**config.mk**
```make
export PLATFORM = sky130hd
export DESIGN_NAME = instruction_memory
export DESIGN_NICKNAME = d
export VERILOG_FILES = /design/src/rtl/imem_pkg.sv /design/src/rtl/imem_array.sv /design/src/rtl/instruction_memory.sv
export SDC_FILE = /design/constraint.sdc
export NUM_CORES = 2
export LEC_CHECK = 0
export CAP_MARGIN = 15
export CORE_ASPECT_RATIO = 0.9
export CORE_UTILIZATION = 30
export CTS_CLUSTER_DIAMETER = 50
export DETAILED_ROUTE_END_ITERATION = 8
export DONT_BUFFER_PORTS = 1
export PLACE_DENSITY_LB_ADDON = 0.15
export SKIP_LAST_GASP = 1
export SYNTH_ARGS = -nofsm -noshare
export SYNTH_HDL_FRONTEND = slang
export SYNTH_SLANG_ARGS = --single-unit
```
**constraint.sdc**
```tcl
create_clock -name clk -period 4.25 [get_ports clk]
set_input_delay 0.85 -clock clk [delete_from_list [all_inputs] [get_ports clk]]
set_output_delay 0.85 -clock clk [all_outputs]
set_load 0.005 [all_outputs]
```
**src/rtl/imem_pkg.sv**
```systemverilog
// imem_pkg: shared sizes and the loader FSM state encoding for instruction_memory
package imem_pkg;
  localparam int ADDR_W = 8;
  localparam int INSTR_W = 16;
  localparam int IMEM_DEPTH = 256;
  typedef enum logic [2:0] {READY, LOAD_LEN, LOAD_LO, LOAD_HI, FLUSH} imem_state_t;
endpackage

```
**src/rtl/imem_array.sv**
```systemverilog
// imem_array: one write port, one registered read port; contents are never reset
module imem_array #(
  parameter int AW = 8,
  parameter int DW = 16,
  parameter int DEPTH = 256
) (
  input  logic          clk,
  input  logic          rst,
  input  logic          we,
  input  logic [AW-1:0] waddr,
  input  logic [DW-1:0] wdata,
  input  logic          re,
  input  logic [AW-1:0] raddr,
  output logic [DW-1:0] rdata
);
  logic [DW-1:0] mem [DEPTH];
  always_ff @(posedge clk) if (we) mem[waddr] <= wdata;
  // only the read register is reset, so instruction comes up as zero
  always_ff @(posedge clk or posedge rst)
    if (rst) rdata <= '0;
    else if (re) rdata <= mem[raddr];
endmodule

```
**src/rtl/instruction_memory.sv**
```systemverilog
// instruction_memory: fetch RAM with byte-stream program loader; IMEM_PARITY_EN adds a stored even-parity bit
module instruction_memory #(
  parameter int ADDR_W = imem_pkg::ADDR_W,
  parameter int INSTR_W = imem_pkg::INSTR_W,
  parameter int DEPTH = imem_pkg::IMEM_DEPTH
) (
  input  logic               clk,
  input  logic               rst,
  input  logic [ADDR_W-1:0]  pc_instruction_address,
  output logic [INSTR_W-1:0] instruction,
  output logic               instruction_valid,
  input  logic               load_start,
  input  logic [7:0]         load_byte,
  input  logic               load_byte_valid,
  output logic               load_byte_ready,
  output logic               load_done,
  output logic               suspend_cpu,
  output logic               parity_error
);
  import imem_pkg::*;
`ifdef IMEM_PARITY_EN
  localparam int MW = INSTR_W + 1;
`else
  localparam int MW = INSTR_W;
`endif
  imem_state_t state;
  logic [ADDR_W-1:0] ptr;
  logic [8:0] cnt;
  logic [7:0] lo;
  logic acc, we, re;
  logic [INSTR_W-1:0] word;
  logic [MW-1:0] wdata, rdata;
  assign acc = load_byte_valid & load_byte_ready;
  assign we = (state == LOAD_HI) & acc;
  assign re = (state == READY);
  assign word = INSTR_W'({load_byte, lo});
  assign instruction = rdata[INSTR_W-1:0];
`ifdef IMEM_PARITY_EN
  assign wdata = {^word, word};
  assign parity_error = instruction_valid & (^rdata);
`else
  assign wdata = word;
  assign parity_error = 1'b0;
`endif
  imem_array #(.AW(ADDR_W), .DW(MW), .DEPTH(DEPTH)) u_array (
    .clk(clk), .rst(rst), .we(we), .waddr(ptr), .wdata(wdata),
    .re(re), .raddr(pc_instruction_address), .rdata(rdata)
  );
  always_ff @(posedge clk or posedge rst)
    if (rst) begin
      state <= READY;
      ptr <= '0;
      cnt <= '0;
      lo <= '0;
      instruction_valid <= 1'b0;
      load_byte_ready <= 1'b0;
      load_done <= 1'b0;
      suspend_cpu <= 1'b0;
    end else begin
      instruction_valid <= (state == READY);
      load_done <= 1'b0;
      case (state)
        READY: if (load_start) begin
          state <= LOAD_LEN;
          ptr <= '0;
          load_byte_ready <= 1'b1;
          suspend_cpu <= 1'b1;
        end
        LOAD_LEN: if (acc) begin
          cnt <= (load_byte == 8'd0) ? 9'd256 : {1'b0, load_byte};
          state <= LOAD_LO;
        end
        LOAD_LO: if (acc) begin
          lo <= load_byte;
          state <= LOAD_HI;
        end
        LOAD_HI: if (acc) begin
          ptr <= ptr + 1'b1;
          cnt <= cnt - 1'b1;
          state <= (cnt == 9'd1) ? FLUSH : LOAD_LO;
          load_byte_ready <= (cnt != 9'd1);
          load_done <= (cnt == 9'd1);
        end
        FLUSH: begin
          state <= READY;
          suspend_cpu <= 1'b0;
        end
        default: state <= READY;
      endcase
    end
endmodule
```
# Word level (Yosys, flattened, before mapping)
# Memory sizes are Yosys's and may differ from the RTL's. A register that Yosys moved wholly into a read port is not among the register bits.
# Index checks and enable logic that the tools add are counted.
[word_totals]
regBits = 32
latchBits = 0
ramBits = 4096
romBits = 0
inputBits = 20
output_inout_bits = 21
word_cells = 54
memories = 1
[classes]
addsub = 2
mul = 0
n_div = 0
n_lt_le_gt_ge = 0
eq_ne = 10
shift = 0
muxes = 21
bitwise = 2
reduce_logical = 10
[memory_table]
columns = ["memory", "depth", "word_bits", "rd", "rd_ports_with_merged_regs", "wr", "line", "rtl"]
rows = [
  ["u_array.mem", 256, 16, 1, 1, 1, "imem_array.sv:16", "logic [DW-1:0] mem [DEPTH];"],
]
[op_table]
columns = ["cell", "count"]
rows = [
  ["two-way mux 9 bit", 3],
  ["one-hot mux 9 bit (2 select lines)", 1],
  ["two-way mux 8 bit", 2],
  ["one-hot mux 8 bit (2 select lines)", 1],
  ["two-way mux 3 bit", 5],
  ["one-hot mux 3 bit (4 select lines)", 1],
  ["== test 9 x 1 -> 1 bit (second input constant)", 1],
  ["inequality test 9 x 1 -> 1 bit (second input constant)", 1],
  ["subtractor 9 x 1 -> 9 bit (second input constant)", 1],
  ["adder 8 x 1 -> 8 bit (second input constant)", 1],
  ["logical NOT 8 bit", 1],
  ["inequality test 2 bit (second input constant)", 4],
  ["== test 3 x 2 -> 1 bit (second input constant)", 2],
  ["two-way mux 1 bit", 6],
  ["AND reduction 3 bit", 2],
  ["nonzero test 2 bit", 3],
  ["one-hot mux 1 bit (2 select lines)", 2],
  ["AND reduction 2 bit", 2],
  ["AND reduction 4 bit", 1],
  ["== test 3 x 1 -> 1 bit (second input constant)", 1],
  ["== test 3 bit (second input constant)", 1],
  ["logical NOT 3 bit", 1],
  ["bitwise AND 1 bit", 2],
]

# Logic depth before layout (Yosys ltp)
[logic_depth]
depth_word = 4
ltp_mapped = 13
depth_no_buf = 8

# Cells and area by module
# Synthesis repeated with hierarchy kept, for this count alone.
[hier_totals]
cells_unflattened = 7636
area_unflattened_um2 = 161074.5
[modules_own_cells]
columns = ["module", "n_inst", "cells_each", "area_each_um2", "seq_area_each_um2"]
rows = [
  ["imem_array", 1, 7473, 159444.2, 123398.3],
  ["instruction_memory", 1, 163, 1630.3, 800.8],
]

# Worst setup path after synthesis
# No wires, ideal clock.
[synth_path]
kind = "reg2reg"
from = "reg lo[0]"
to = "mem u_array.mem[0][0], data pin"
setup_ns = 0.803
t_arrival_ns = 3.181
t_required_ns = 3.447
setup_slack_ns = 0.266
stages_incl_launch_ff = 1
path_buffers = 0
synth_period_minus_slack_ns = 3.984
path_cell_list = "dfrtp_1"
[synth_rtl]
columns = ["item", "line", "rtl"]
rows = [
  ["start, declared", "instruction_memory.sv:29", "logic [7:0] lo;"],
  ["start signal, assigned", "instruction_memory.sv:74", "lo <= load_byte;"],
  ["end, declared", "imem_array.sv:16", ""],
]
# No word-level cell before the write port.

==> impl_results.rst <==
.. list-table::
   :header-rows: 1

   * - Metric
     - Value
   * - Post-Synthesis Mean Instance Area
     - 20.9 sq um
   * - DRC violation count after routing
     - 0
   * - Number of sinks on the clock net
     - 4144
   * - Aggregate routed wire length
     - 511000 um
   * - Worst-path fanout max
     - 56
   * - Die height
     - 694 um
   * - Violated checks
     - slew limit
   * - Maximum ir drop on the vdd rail
     - 0.545 mV
   * - First-pass iteration count of the detailed router
     - 7
   * - Critical Path Source Type
     - input port
   * - #FFs+latches synth
     - 4144
   * - Post-synthesis sequential area ratio
     - 77.7%
   * - Area share of the leading cell type in the synthesized netlist
     - 77.0%
   * - Worst hold slack after final layout
     - 111 ps
   * - Main combinational cell family by area after synthesis
     - multiplexers
   * - Synthesized-area fraction occupied by xor and xnor cells
     - 0.0274%
   * - Post-Syn Area
     - 160000 sq um
   * - Number of vias in the routed layout
     - 82700
   * - Status
     - complete, but fails checks
   * - DRT antenna net count
     - 0
   * - Dominant register cell in the synthesized netlist
     - sky130_fd_sc_hd__edfxtp_1
   * - Synth Instances
     - 7663
   * - Area delta synth->final
     - 19.3%
   * - Largest area contributor in the synthesized netlist
     - sky130_fd_sc_hd__edfxtp_1
   * - Number of warnings issued by yosys
     - 0
   * - Met3 Resource Use GR
     - 2.70%
   * - Via count of the first global-routing pass
     - 82700
   * - Met1 Track Usage GR
     - 27.1%
   * - HPWL after DPL
     - 288000 um
   * - Die area
     - 536000 sq um
   * - Synthesized net count
     - 7689
   * - Clock network fraction of design power
     - 41.9%
   * - EDFF count, synth
     - 4096
   * - Count of final max-slew check failures
     - 283
   * - Data arrival, critical path
     - 5060 ps
   * - Fill cell count
     - 48600
   * - Effective utilization at floorplan
     - 30.2%
   * - Post-CTS setup repair buffer count
     - 0
   * - Share of layout cells above drive strength 1
     - 27.9%
   * - Clock tree from TritonCTS
     - built
   * - RSZ-0062 raised after global routing
     - yes
   * - Total GRT Usage
     - 18.6%
   * - Via density per instance
     - 5.17
   * - Required arrival time at the worst endpoint
     - 5150 ps
   * - Share of flip-flops with an asynchronous set or reset after synthesis
     - 1.16%
   * - Switching part of the total
     - 24.4%
   * - Synth Area in Simple Gates
     - 2.03%
   * - Fin crit share
     - 97.9%
   * - Final core occ
     - 36.0%
   * - Setup Viol. Count Final
     - 0
   * - Nets
     - 8579
   * - Chip width
     - 771 um
   * - DR iter-0 viols
     - 9307
   * - Port bufs
     - 0
   * - Number of failing hold endpoints at the final stage
     - 0
   * - Final Critical Period
     - 4160 ps
   * - Top cells by count, synth
     - sky130_fd_sc_hd__edfxtp_1 (4096), sky130_fd_sc_hd__mux4_2 (734), sky130_fd_sc_hd__mux2i_1 (622)
   * - Cell internal pwr
     - 74300 uW
   * - Fraction of the mapped netlist area in adder cells
     - 0.0470%
   * - Average wire per standard cell
     - 32.0 um
   * - Number of cell rows
     - 253
   * - Count of max-cap constraint violations
     - 0
   * - Type of destination of the critical path
     - register
   * - Largest cells by area after synthesis
     - sky130_fd_sc_hd__edfxtp_1 (77%), sky130_fd_sc_hd__mux4_2 (10%), sky130_fd_sc_hd__mux2i_1 (3.9%)
   * - Highest Clock Rate
     - 0.240 GHz
   * - Max-slew headroom at the worst pin
     - -21.7%
   * - Core Area
     - 529000 sq um
   * - H-tree depth
     - 5
   * - Combinational fraction of design power
     - 7.8%
   * - Hold WC Path Type
     - input port to register
   * - Leakage Power
     - 0.0611 uW
   * - Cts bufs inserted
     - 475
   * - PwrDens
     - 516 nW/um^2
   * - Slew at the pin with the worst max-slew slack
     - 1830 ps
   * - Type of the worst setup path
     - input port to register
   * - Clock transition time at the flip-flop clock pins of the worst setup and hold paths
     - 60 ps
   * - Post-synthesis cell type count
     - 70
   * - Placer Congestion
     - 0.816
   * - Final-layout setup total negative slack
     - 0 ps
   * - Number of antenna violations at the first check in global routing
     - 48
   * - Final setup skew
     - 81.1 ps
   * - Proportion of power drawn by flip-flops and latches
     - 50.3%
   * - Max Buffers Root-to-Sink
     - 4
   * - Met2 track utilization from global routing
     - 29.6%
   * - Maximum number of pins on one net before global-route repair
     - 260
   * - Fraction of the mapped netlist area in compound gates
     - 3.95%
   * - Sum of overflow across all layers after global routing
     - 0
   * - Fraction of synthesized area in multiplexers
     - 14.4%
   * - Worst-skew pair later-pin latency
     - 1050 ps
   * - I/O Pins
     - 41
   * - First-pass GRT wire length
     - 698000 um
   * - Cell chosen for the clock root
     - sky130_fd_sc_hd__clkbuf_16
   * - Global routing's busiest layer
     - met2
   * - Most frequent cell after synthesis
     - sky130_fd_sc_hd__edfxtp_1
   * - Power dissipated by switching net loads
     - 23900 uW
==> layout by cell type (no fill, tap or decap), drive strengths merged, types with 17 or more instances in the layout <==
cell | netlist | layout
inv | 21 | 50
nand2 | 204 | 204
nor3 | 39 | 39
a22oi | 98 | 98
nor2 | 295 | 295
a21oi | 154 | 154
o21ai | 121 | 121
clkinvlp | 0 | 25
buf | 316 | 849
edfxtp | 4096 | 4096
clkbuf | 142 | 548
mux2 | 23 | 23
clkinv | 0 | 223
o22ai | 203 | 203
mux2i | 622 | 622
dfrtp | 48 | 48
diode | 0 | 27
and2 | 20 | 20
a221oi | 17 | 17
a211oi | 90 | 90
o221ai | 127 | 127
nand4 | 32 | 32
nand3 | 52 | 52
bufinv | 0 | 54
a2111oi | 30 | 30
mux4 | 734 | 734
==> final timing paths <==
path,start,end,slack [ps],cells after the start
max,pc_instruction_address[0],u_array.rdata[6],90,13
min,load_byte[7],u_array.mem[101][15],110,0
max reg2reg,state[0],u_array.rdata[15],690,9
min reg2reg,cnt[8],cnt[8],510,2
max in group asynchronous,rst,u_array.rdata[14],2920,3
min in group asynchronous,rst,instruction_valid,370,2
==> kinds of logic after synthesis <==
group / Yosys count
adder cells (fa/ha/maj): 6
AND/OR/NAND/NOR: 723
flip-flops: 4144
other: 1
XOR/XNOR: 5
AO/OA/AOI/OAI: 926
multiplexers: 1379
buffers and inverters: 479
==> power by group through the flow <==
stage          clock network (uW)  logic, uW  registers, uW
4_1_cts                     42100       7720          49500
5_1_grt                     43500       8100          49500
3_5_place_dp                    0       7610          50400
2_1_floorplan                   0       2540          51400
3_3_place_gp                    0       7400          50300
6_report                    41200       7630          49500
==> layer usage <==
layer / vias to the layer above / share of wire (%)
met5: - / 0.00098
met2: 2668 / 47
met3: 591 / 5.9
met1: 45300 / 45
met4: 2 / 2.1
li1: 34100 / -
==> sequential cells by signal (all words and copies together) (netlist names) <==
signal / count
instruction_valid: 1
u_array.mem: 4096
u_array.rdata: 16
state: 3
cnt: 9
ptr: 8
load_byte_ready: 1
load_done: 1
suspend_cpu: 1
lo: 8
==> what timing repair did <==
item                                    4_1_cts  5_1_grt
gates cloned                                 14        1
gates resized for setup                       1        4
hold buffers                                  5        5
hold endpoints to repair                    120       51
endpoints found under the setup margin       16        4
==> critical path, cell delays in order <==
cell and delay, ps:
sky130_fd_sc_hd__buf_16 400, sky130_fd_sc_hd__buf_16 350, sky130_fd_sc_hd__buf_16 340, sky130_fd_sc_hd__buf_16 340, sky130_fd_sc_hd__buf_16 390, sky130_fd_sc_hd__buf_16 310, sky130_fd_sc_hd__mux4_2 570, sky130_fd_sc_hd__mux2i_2 420
sky130_fd_sc_hd__buf_4 190, sky130_fd_sc_hd__o21ai_0 80, sky130_fd_sc_hd__o21ai_0 210, sky130_fd_sc_hd__nor3_1 80, sky130_fd_sc_hd__a211o_1 230
==> layout make-up <==
class	instances	area (sq um)	area share (%)
well taps	7012	8770	4.60
repair buffers	871	8480	4.45
diodes	27	67.6	0.0355
clock buffers	547	12200	6.40
flip-flops and latches	4144	124000	65.2
multi-input cells	3040	33200	17.4
clock inverters	331	3570	1.87
inverters	21	88.8	0.0466
==> through the flow <==
stage / setup WS [ps] / power [uW] / cell area [sq um] / cells
3_5_place_dp: -2880 / 58000 / 174000 / 15100
2_1_floorplan: 266 / 54000 / 160000 / 7663
3_3_place_gp: -2850 / 57700 / 174000 / 15100
6_report: 90.4 / 98300 / 191000 / 16000
4_1_cts: -46.7 / 99300 / 190000 / 16000
5_1_grt: -151 / 101000 / 191000 / 16000
(Power assumes the default switching activity.)
